--- src/rtl/imm_extend_pipe.sv ---
// Buffered immediate extension (zero/sign/upper/branch) behind a small FIFO.
// Optional perf counters are built when IMM_EXTEND_PERF_EN is defined.

// Generic storage FIFO: DEPTH entries of W bits, pointer based.
// Latency: a write is visible at rdat one cycle after the accepting edge.
// Backpressure: writes are refused while full; reads of an empty FIFO are ignored.
module imm_extend_fifo #(
   parameter int W     = 32,
   parameter int DEPTH = 2
) (
   input  logic                       clk,
   input  logic                       reset,
   input  logic                       push,
   input  logic                       pop,
   input  logic [W-1:0]               wdat,
   output logic [W-1:0]               rdat,
   output logic                       full,
   output logic                       empty,
   output logic [$clog2(DEPTH+1)-1:0] count
);
   localparam int AW = $clog2(DEPTH);
   localparam int CW = $clog2(DEPTH+1);

   logic [W-1:0]  mem [DEPTH];
   logic [AW-1:0] wr_ptr;
   logic [AW-1:0] rd_ptr;
   logic          do_push;
   logic          do_pop;

   assign full    = (count == CW'(DEPTH));
   assign empty   = (count == '0);
   assign do_push = push & ~full;
   assign do_pop  = pop & ~empty;

   always_ff @(posedge clk) begin
      if (reset) begin
         wr_ptr <= '0;
         rd_ptr <= '0;
         count  <= '0;
      end else begin
         if (do_push)
            wr_ptr <= wr_ptr + AW'(1);
         if (do_pop)
            rd_ptr <= rd_ptr + AW'(1);
         case ({do_push, do_pop})
            2'b10:   count <= count + CW'(1);
            2'b01:   count <= count - CW'(1);
            default: count <= count;
         endcase
      end
   end

   // Storage needs no reset: an entry is only read after it has been written.
   always_ff @(posedge clk) begin
      if (do_push)
         mem[wr_ptr] <= wdat;
   end

   assign rdat = empty ? '0 : mem[rd_ptr];
endmodule

// Extends IN_W-bit immediates to OUT_W bits and queues them for the ALU operand mux.
// Latency: one cycle from accepted push to out_valid/dataOut; no comb in->out path.
// Backpressure: in_ready = !full, so a full FIFO refuses a push even when popping.
module imm_extend_pipe #(
   parameter int IN_W  = 16,
   parameter int OUT_W = 32,
   parameter int DEPTH = 2
) (
   input  logic                       clk,
   input  logic                       reset,
   input  logic                       in_valid,
   output logic                       in_ready,
   input  logic                       enable,
   input  logic [1:0]                 mode,
   input  logic [IN_W-1:0]            dataIn,
   output logic                       out_valid,
   input  logic                       out_ready,
   output logic [OUT_W-1:0]           dataOut,
   output logic [$clog2(DEPTH+1)-1:0] count
`ifdef IMM_EXTEND_PERF_EN
   ,
   output logic [15:0]                perf_push,
   output logic [15:0]                perf_stall
`endif
);
   localparam int PAD = OUT_W - IN_W;

   logic [OUT_W-1:0] zext_dat;
   logic [OUT_W-1:0] sext_dat;
   logic [OUT_W-1:0] upper_dat;
   logic [OUT_W-1:0] branch_dat;
   logic [OUT_W-1:0] ext_dat;
   logic             push;
   logic             pop;
   logic             full;
   logic             empty;

   assign zext_dat   = {{PAD{1'b0}}, dataIn};
   assign sext_dat   = {{PAD{dataIn[IN_W-1]}}, dataIn};
   assign upper_dat  = {dataIn, {PAD{1'b0}}};
   assign branch_dat = {sext_dat[OUT_W-3:0], 2'b00};

   always_comb begin
      ext_dat = '0;
      if (enable) begin
         case (mode)
            2'b00:   ext_dat = zext_dat;
            2'b01:   ext_dat = sext_dat;
            2'b10:   ext_dat = upper_dat;
            default: ext_dat = branch_dat;
         endcase
      end
   end

   assign in_ready  = ~full;
   assign out_valid = ~empty;
   assign push      = in_valid & in_ready;
   assign pop       = out_valid & out_ready;

   imm_extend_fifo #(
      .W     (OUT_W),
      .DEPTH (DEPTH)
   ) u_fifo (
      .clk   (clk),
      .reset (reset),
      .push  (push),
      .pop   (pop),
      .wdat  (ext_dat),
      .rdat  (dataOut),
      .full  (full),
      .empty (empty),
      .count (count)
   );

`ifdef IMM_EXTEND_PERF_EN
   // Both counters stick at all-ones rather than wrapping.
   always_ff @(posedge clk) begin
      if (reset) begin
         perf_push  <= '0;
         perf_stall <= '0;
      end else begin
         if (push && perf_push != 16'hFFFF)
            perf_push <= perf_push + 16'd1;
         if (in_valid && !in_ready && perf_stall != 16'hFFFF)
            perf_stall <= perf_stall + 16'd1;
      end
   end
`endif
endmodule
--- config.mk ---
export PLATFORM = sky130hd
export DESIGN_NAME = imm_extend_pipe
export DESIGN_NICKNAME = d
export VERILOG_FILES = /design/src/rtl/imm_extend_pipe.sv
export SDC_FILE = /design/constraint.sdc
export NUM_CORES = 1
export LEC_CHECK = 0
export CORE_ASPECT_RATIO = 0.75
export CORE_MARGIN = 2
export CORE_UTILIZATION = 35
export CTS_BUF_LIST = sky130_fd_sc_hd__clkbuf_8
export DETAILED_ROUTE_END_ITERATION = 8
export GPL_TIMING_DRIVEN = 1
export SKIP_CTS_REPAIR_TIMING = 1
export SLEW_MARGIN = 20
export SYNTH_ARGS = -nofsm -noshare
export SYNTH_HDL_FRONTEND = slang
export SYNTH_SLANG_ARGS = --single-unit
--- constraint.sdc ---
create_clock -name clk -period 1.7 [get_ports clk]
set_clock_uncertainty 0.05 [all_clocks]
set_input_delay 0.34 -clock clk [delete_from_list [all_inputs] [get_ports clk]]
set_output_delay 0.34 -clock clk [all_outputs]
set_load 0.1 [all_outputs]
==> metrics.md <==
| Metric | Value |
|---|---|
| Status | `finished with violations` |
| Failing checks | `negative setup slack` |
| Core area | `8600 sq um` |
| Slew at the pin closest to its max-slew limit | `0.352 ns` |
| Register area share after synthesis | `64.2%` |
| Wire length on met3 | `484 microns` |
| Routed wire length | `7530 microns` |
| Layout area overhead | `70.5%` |
| Latest clock arrival within the worst-skew pair | `0.34 ns` |
| Clk buf depth | `2` |
| ANT cells | `0` |
| Die ar. | `9790 sq um` |
| DRT Pass-1 Iters | `4` |
| Syn_nets | `272` |
| Clk sinks | `69` |
| Final core utilization | `62.5%` |
| Slew Limit Headroom | `76.4%` |
| TritonCTS Buffers | `9` |
| Rows | `29` |
| Synthesized area per cell | `12.7 sq um` |
| # port buffers | `58` |
| Placed Area | `4720 sq um` |
| Ys Warns | `0` |
| Synthesized area | `3150 sq um` |
| Slew Limit Fails | `0` |
| Crit. End Element | `output pin` |
| Vias/cell | `4.87` |
| GR Overflow Total | `0` |
| Post-route minimum period | `1.89 ns` |
| Period Utilization, post-route | `111%` |
| Routed length on met2 | `3490 microns` |
| Met1 WL | `3490 microns` |
| Vias in the first global route | `2182` |
| Crit path launch type | `flop` |
| DRT iter0 DRCs | `155` |
| Commonest cells after routing, fill and taps aside | `edfxtp_1 (64), buf_12 (46), nor2_4 (33), nor2b_1 (28), clkdlybuf4s50_1 (22)` |
| Initial antenna violation count | `0` |
| Die H | `86.2 microns` |
| Syn Inst Count | `248` |
| Worst-path clk slew | `0.07 ns` |
| Die W | `114 microns` |
| Layout Nets | `358` |
| CP max-delay cell | `dfxtp_4` |
| Setup ws final | `-0.187 ns` |
| Netlist cell types | `28` |
| Setup TNS | `-4.62 ns` |
| DR top layer | `met4` |
| Critical Path RT | `1.31 ns` |
| Layout cell share with drive strength beyond 1 | `47.2%` |
| DR vias | `2179` |
| CTS root buf | `clkbuf_8` |
| Starting density of the core | `36.7%` |
| Global-route wire length before repair | `11300 microns` |
| Most common cell after layout, fill and taps aside | `edfxtp_1` |
| H-tree depth | `3` |
| RSZ-0062 raised after global routing | `true` |
| Maxcap violations | `0` |
| Average wire per standard cell | `16.8 microns` |
| Arrival @ worst endpoint | `1.50 ns` |
| DR DRC count | `0` |
| Crit Path Class | `flop to output pin` |
| Largest net degree at the start of global routing | `24` |
| DP HPWL | `5090 microns` |
| CP cell instances | `buf_12 -> mux2i_2 -> nor2_4 -> buf_12` |
| Setup WS pre-CTS | `-0.116 ns` |
| Design area | `5370 sq um` |
| Largest fanout on the critical path | `11` |
| TritonCTS clock tree | `yes` |
| Final hold vios | `0` |
| Min-delay worst type | `flop to flop` |
| I/O Pins | `59` |
| Number of nets with antenna violations after routing | `0` |
| Critical path's largest stage delay | `0.42 ns` |
| Critical Path Most Common Cell | `buf_12` |
| Total track usage | `15.2%` |
| Post-synthesis register bit count | `69` |
| Fmax | `530 MHz` |
| RePlAce Congestion | `0.747` |
| Final setup viols | `33` |
## cell type report
type / count / area, sq um
Fill cell: 650 / 3230
Tap cell: 108 / 135
Multi-Input combinational cell: 161 / 1580
Inverter: 3 / 18.8
Sequential cell: 69 / 2030
Timing Repair Buffer: 90 / 1370
Clock buffer: 9 / 124
Clock inverter: 7 / 114
## cell usage after synthesis
master / count / area, sq um
nand3b_1: 1 / 7.51
a21bo_2: 1 / 10.0
edfxtp_1: 64 / 1920
nand2b_1: 1 / 6.26
nand2_1: 16 / 60.1
nor2_1: 36 / 135
a21boi_1: 1 / 7.51
and2_2: 1 / 7.51
o21ai_0: 2 / 10.0
clkbuf_1: 4 / 15.0
and2_1: 1 / 6.26
ha_1: 1 / 12.5
mux2i_1: 34 / 340
a21oi_1: 16 / 80.1
and3_1: 1 / 6.26
and3b_1: 2 / 17.5
and2b_4: 1 / 10.0
buf_4: 4 / 30.0
xnor2_1: 1 / 8.76
a21boi_0: 13 / 97.6
or3_1: 1 / 6.26
xor2_1: 2 / 17.5
o211a_1: 1 / 10.0
inv_1: 3 / 11.3
dfxtp_1: 5 / 100
buf_2: 6 / 30.0
buf_6: 1 / 11.3
nor2b_1: 28 / 175
## critical path, delay by kind of cell (launching register included)
kind	cells	cell delay, ns
simple gates	1	0.08
buf+inv	2	0.36
flops	1	0.42
mux	1	0.29
## final timing paths
path | start | end | slack (ns) | cells after the start
max | flop | dataOut[16] | -0.19 | 4
min | u_fifo.rd_ptr | u_fifo.rd_ptr | 0.46 | 2
max reg2reg | u_fifo.count[0] | u_fifo.count[1] | 0.05 | 8
min reg2reg | u_fifo.rd_ptr | u_fifo.rd_ptr | 0.46 | 2
## state kept, by name, indices dropped and copies added (netlist names), named ones only
register and count:
u_fifo.mem 64, u_fifo.count 2, u_fifo.rd_ptr 1, u_fifo.wr_ptr 1
## layer usage
layer	GRT usage [%]	vias to the layer above
met2	23.4	71
met5	0	-
met1	21.5	1048
met4	3.55	0
li1	-	1053
met3	4.62	7
## cells by family after synthesis
family	Yosys count	share of synthesized area, %
flip-flops	69	64.2
AO/OA/AOI/OAI	34	6.83
buffers and inverters	18	3.10
multiplexers	34	10.8
AND/OR/NAND/NOR	89	13.9
XOR/XNOR	3	0.834
adder cells (fa/ha/maj)	1	0.397
## through the flow
| step | hold WS, ns | std cells |
|---|---|---|
| after floorplan | 0.349 | 248 |
| after global placement | 0.437 | 422 |
| after detailed placement | 0.449 | 422 |
| after CTS | 0.472 | 438 |
| after global routing | 0.512 | 447 |
| final | 0.465 | 447 |
Power is not shown: default switching activity piles up to over one toggle a cycle in this logic, so the estimate is an artifact.
